### src/rtl/full_subtractor_pkg.sv
// Shared definitions for the full_subtractor block: default width, result record, borrow equation.
package full_subtractor_pkg;

  localparam int FULL_SUBTRACTOR_DEFAULT_WIDTH = 1;
  localparam int FULL_SUBTRACTOR_MAX_WIDTH     = 64;

  // Result record sized for the widest legal operand; narrower users zero-extend.
  typedef struct packed {
    logic [FULL_SUBTRACTOR_MAX_WIDTH-1:0] difference;
    logic                                 borrow;
  } full_subtractor_result_t;

  function automatic logic borrow_out(input logic a, input logic b, input logic bin);
    return (~a & b) | (~a & bin) | (b & bin);
  endfunction

endpackage

### src/rtl/full_subtractor_cell.sv
// One-bit combinational full subtractor; chained through Bin/Borrow to form a ripple subtractor.
module full_subtractor_cell
  import full_subtractor_pkg::*;
(
  input  logic A,
  input  logic B,
  input  logic Bin,
  output logic Difference,
  output logic Borrow
);

  assign Difference = A ^ B ^ Bin;
  assign Borrow     = borrow_out(A, B, Bin);

endmodule

### src/rtl/full_subtractor.sv
// Registered ripple-borrow subtractor: (A - B - Bin) mod 2^WIDTH with borrow-out, 1-cycle latency.
// Define FULL_SUBTRACTOR_OVERFLOW_EN to add a registered signed-overflow output.
module full_subtractor
  import full_subtractor_pkg::*;
#(
  parameter int WIDTH = FULL_SUBTRACTOR_DEFAULT_WIDTH
) (
  input  logic             clk,
  input  logic             rst_n,
  input  logic             in_valid,
  input  logic [WIDTH-1:0] A,
  input  logic [WIDTH-1:0] B,
  input  logic             Bin,
  output logic [WIDTH-1:0] Difference,
  output logic             Borrow,
`ifdef FULL_SUBTRACTOR_OVERFLOW_EN
  output logic             out_valid,
  output logic             Overflow
`else
  output logic             out_valid
`endif
);

  logic [WIDTH:0]   br_p0;
  logic [WIDTH-1:0] diff_p0;

  assign br_p0[0] = Bin;

  for (genvar i = 0; i < WIDTH; i++) begin : g_chain
    full_subtractor_cell u_cell (
      .A          (A[i]),
      .B          (B[i]),
      .Bin        (br_p0[i]),
      .Difference (diff_p0[i]),
      .Borrow     (br_p0[i+1])
    );
  end

  // p0 -> p1: results only advance on accepted inputs; valid tracks every edge
  always_ff @(posedge clk or negedge rst_n) begin
    if (!rst_n) begin
      Difference <= '0;
      Borrow     <= 1'b0;
      out_valid  <= 1'b0;
`ifdef FULL_SUBTRACTOR_OVERFLOW_EN
      Overflow   <= 1'b0;
`endif
    end else begin
      out_valid <= in_valid;
      if (in_valid) begin
        Difference <= diff_p0;
        Borrow     <= br_p0[WIDTH];
`ifdef FULL_SUBTRACTOR_OVERFLOW_EN
        Overflow   <= br_p0[WIDTH] ^ br_p0[WIDTH-1];
`endif
      end
    end
  end

endmodule

### config.mk
export PLATFORM = sky130hd
export DESIGN_NAME = full_subtractor
export DESIGN_NICKNAME = d
export VERILOG_FILES = /design/src/rtl/full_subtractor_pkg.sv /design/src/rtl/full_subtractor_cell.sv /design/src/rtl/full_subtractor.sv
export SDC_FILE = /design/constraint.sdc
export NUM_CORES = 1
export LEC_CHECK = 0
export CAP_MARGIN = 25
export CORE_AREA = 5 5 42 44
export CTS_CLUSTER_DIAMETER = 120
export DETAILED_ROUTE_END_ITERATION = 8
export DIE_AREA = 0 0 47 49
export PLACE_DENSITY_LB_ADDON = 0.08
export RECOVER_POWER = 50
export SLEW_MARGIN = 5
export SYNTH_ARGS = -nofsm -noshare
export SYNTH_HDL_FRONTEND = slang
export SYNTH_SLANG_ARGS = --single-unit
### constraint.sdc
create_clock -name clk -period 1.4 [get_ports clk]
set_input_delay 0.14 -clock clk [delete_from_list [all_inputs] [get_ports clk]]
set_output_delay 0.14 -clock clk [all_outputs]
set_load 0.01 [all_outputs]
# Word-level counts from Yosys, hierarchy flattened
# Cells that the tools add are included.
dict set report totals {
  reg_bits 3
  out_inout_bits 3
  word_cells 11
  in_bits 6
}
dict set report classes {
  n_bitwise 8
}
# op n
set op_table {}
lappend op_table {{1-bit bitwise AND} 3}
lappend op_table {{1-bit bitwise OR} 2}
lappend op_table {{1-bit bitwise XOR} 2}
lappend op_table {{1-bit NOT} 1}

# Logic depth before layout (Yosys ltp)
dict set report logic_depth {
  word_depth 4
  mapped_depth 3
  mapped_depth_nobuf 3
}

# Cells and area by module
# A second synthesis with hierarchy kept.
dict set report unflattened {
  hier_cells 8
  area_unflattened_um2 125.1
}
# mod area_each_um2 n_inst cells_per_inst seq_area_each_um2
set modules_own_cells {}
lappend modules_own_cells {full_subtractor 97.6 1 5 75.1}
lappend modules_own_cells {full_subtractor_cell 27.5 1 3 0.0}

# Least setup slack after synthesis
# No wires, ideal clock.
dict set report synth_path {
  path_type {input port to flip-flop}
  startpoint {in A}
  endpoint {reg Borrow}
  required_time_ns 1.275
  n_path_buf 0
  arrival_ns 0.823
  cell_stages 3
  setup_time_ns 0.125
  path_slack_ns 0.452
  cell_sequence {inv_1 -> fa_1 -> mux2_4}
}
dict set report synth_between {
  elab_chain_len 4
  elab_cells_between_ends 5
  classes_between {bitwise: 5}
}
# element line_no
set synth_lines {}
lappend synth_lines {{start: declaration} full_subtractor.sv:11} ;# input logic [WIDTH-1:0] A,
lappend synth_lines {{1-bit NOT (*)} full_subtractor_pkg.sv:14} ;# return (~a & b) | (~a & bin) | (b & bin);
lappend synth_lines {{1-bit bitwise AND} full_subtractor_pkg.sv:14}
lappend synth_lines {{1-bit bitwise OR (*) (2 in series)} full_subtractor_pkg.sv:14}
lappend synth_lines {{named net g_chain[0].u_cell.Borrow} full_subtractor_cell.sv:9} ;# output logic Borrow
lappend synth_lines {{end signal: assignment} full_subtractor.sv:52} ;# Borrow <= br_p0[WIDTH];
lappend synth_lines {{end: declaration} full_subtractor.sv:15} ;# output logic Borrow,
# The timed path passes the listed nets; every way through them passes the cells marked *.
# A chain may end at the register's enable or synchronous reset.

# Worst setup path after layout
dict set report layout_path {
  startpoint {reg Borrow}
  endpoint {out Borrow}
}
# No word-level cell between the ends.

==> results_dict.tcl <==
set metrics [dict create \
    grt_util_met2_pct 2.71 \
    r2r_cells 1 \
    yosysTopAreaCell "dfrtp_1" \
    yosysMostFrequentCell "dfrtp_1" \
    busiest_layer "met3" \
    status "complete, no violations" \
    synth_area_leaders "dfrtp_1 (61%), fa_1 (16%), mux2_4 (12%)" \
    final_cell_area_um2 249 \
    diodes 0 \
    grt_pass1_vias 110 \
    synth_flop_cell "dfrtp_1" \
    yosysSeqAreaShare_pct 61.2 \
    drc 0 \
    power_density_nw_per_um2 1240 \
    rsz0062_at_grt "no" \
    reg2reg_from "Borrow" \
    placed_area_um2 223 \
    gp_congestion 0.584 \
    swShare_pct 22.3 \
    slowest_delay_ns 0.54 \
    viasPerCell 2.83 \
    slew_headroom_pct 89.0 \
    cts_buffers 3 \
    area_growth_pct 103 \
    die_h_um 49 \
    grt_usage_pct 3.53 \
    multi_input_area_um2 43.8 \
    preCtsSetupSlack_ns -0.0530 \
    endpoint_kind "primary output" \
    fmax_ghz 0.799 \
    totalWireLength_um 293 \
    die_area_um2 2300 \
    ys_ff_latch 3 \
    fillCellCount 169 \
    vdd.ir_drop.worst_uv 309 \
    p_switching_uw 68.8 \
    worst_path_max_delay_cell "clkdlybuf4s50_1" \
    grt_max_degree 5 \
    cp.arrival_ns 1.11 \
    place_hpwl_um 229 \
    met3_usage_pct 7.01 \
    io_pins 9 \
    pwr-share-seq_pct 32.8 \
    fin_ws_ns 0.148 \
    drv_cap 0 \
    cts_tree "yes" \
    path_clk_slew_ns 0.04 \
    pwr-share-comb_pct 17.8 \
    drive_above_1_share_pct 20.0 \
    use_met1_pct 2.89 \
    finalMaxSlewViolations 0 \
    synth-edff-count 0 \
    cts.path.max_buffers 2 \
    required_ns 1.26 \
    start_util_pct 8.75 \
    postRouteAntennaNets 0 \
    hold_viol 0 \
    path_max_fanout 2 \
    synth_area_um2 123 \
    grt_pass1_wl_um 420 \
    cts_hold_buffers 0 \
    worstSkewPairLatency_ns 0.23 \
    cts.sinks 3 \
    crit_chain "clkdlybuf4s50_1" \
    crit_type "reg -> out" \
    cp.depth 1 \
    port-buffer-count 8 \
    nets 28 \
    h-tree-depth 1 \
    num_vias 102 \
    worst_path_dominant_cell_family "buffers and inverters" \
    grt_remaining_overflow 0 \
    wl_per_cell_um 8.14 \
    setup_viol 0 \
    p_int_uw 240 \
    synth_top_area_share_pct 61.2 \
    yosysUniqueCellTypes 6 \
    placementRows 14 \
    drtIter0Drc 0 \
    antenna_found_initial 0 \
    syn_inst 8 \
    die_w_um 47 \
    cts_setup_buffers 0 \
    cts_resized 0 \
    synth_area_per_cell_um2 15.3 \
    worstSetupStartpointType "flip-flop" \
    p_leak_nw 0.105 \
    cts-root-buf "clkbuf_4" \
    async_reset_ff_share_pct 100 \
    syn-num-nets 15 \
    hold_path.class "in -> async" \
    worst_pin_slew_ns 0.165 \
    fin_crit_sh_pct 89.4 \
    crit_buf_inv 1 \
    regArea_um2 75.1 \
    core_um2 1400 \
    first_pass_iters 1 \
    period_needed_ns 1.25 \
    yosys_warnings 0 \
    startpoint "Borrow" \
    fin_util_pct 17.8 \
    p_clk_share_pct 49.5 \
    clock_skew_ns 0 \
]
per-layer routing:
layer | vias to the layer above | wire length [µm]
met1 | 45 | 121
met5 | - | 0
met2 | 8 | 105
met4 | 0 | 0
met3 | 0 | 66
li1 | 49 | -
final cells by class:
class	count	area share [%]
clock buffer	4	10.6
timing repair buffer	8	32.2
sequential	3	30.2
tap	16	8.04
inverter	1	1.51
multi-input combinational	4	17.6
cell families (layout without fill, tap and decap cells):
group	Yosys count	after routing	synth area share (%)
AOI/OAI and AO/OA	1	1	4.08
adders and majority gates	1	1	16.3
buffers and inverters	1	13	3.06
DFF	3	3	61.2
muxes	1	1	12.2
and+or+nand+nor	1	1	3.06
state kept, by name (all words and copies together), names as in the netlist:
register	count
Borrow	1
Difference	1
out_valid	1
power by group through the flow:
stage | combinational (mW) | clock, mW | sequential, mW
after floorplan | 0.0130 | 0 | 0.107
after global placement | 0.0580 | 0 | 0.102
after detailed placement | 0.0572 | 0 | 0.102
after CTS | 0.0574 | 0.162 | 0.101
after global routing | 0.0589 | 0.175 | 0.102
final | 0.0548 | 0.153 | 0.101
cell usage in the layout, fill, tap and decap left out:
cell type	n
a21oi_1	1
clkbuf_1	1
clkbuf_4	3
clkdlybuf4s50_1	6
dfrtp_1	3
dlygate4sd3_1	2
fa_1	1
inv_1	1
mux2_4	1
nor2_1	1
final timing paths:
check                              to  slack [ns]
setup / recovery               Borrow        0.15
hold reg to reg                Borrow        0.51
min in group clk               Borrow        0.51
hold / removal             Difference        0.16
max in group asynchronous      Borrow        1.10
setup reg to reg               Borrow        0.65
stage by stage:
stage	hold WS, ns	setup TNS, ns	total power [mW]	cells
detailed placement	0.336	-0.0530	0.159	32
global route	0.158	0	0.336	36
CTS	0.0864	0	0.321	36
finish	0.160	0	0.309	36
floorplan	-0.156	0	0.120	8
global placement	0.343	-0.0426	0.160	32
Note: power is estimated with default switching activity, not from simulation.
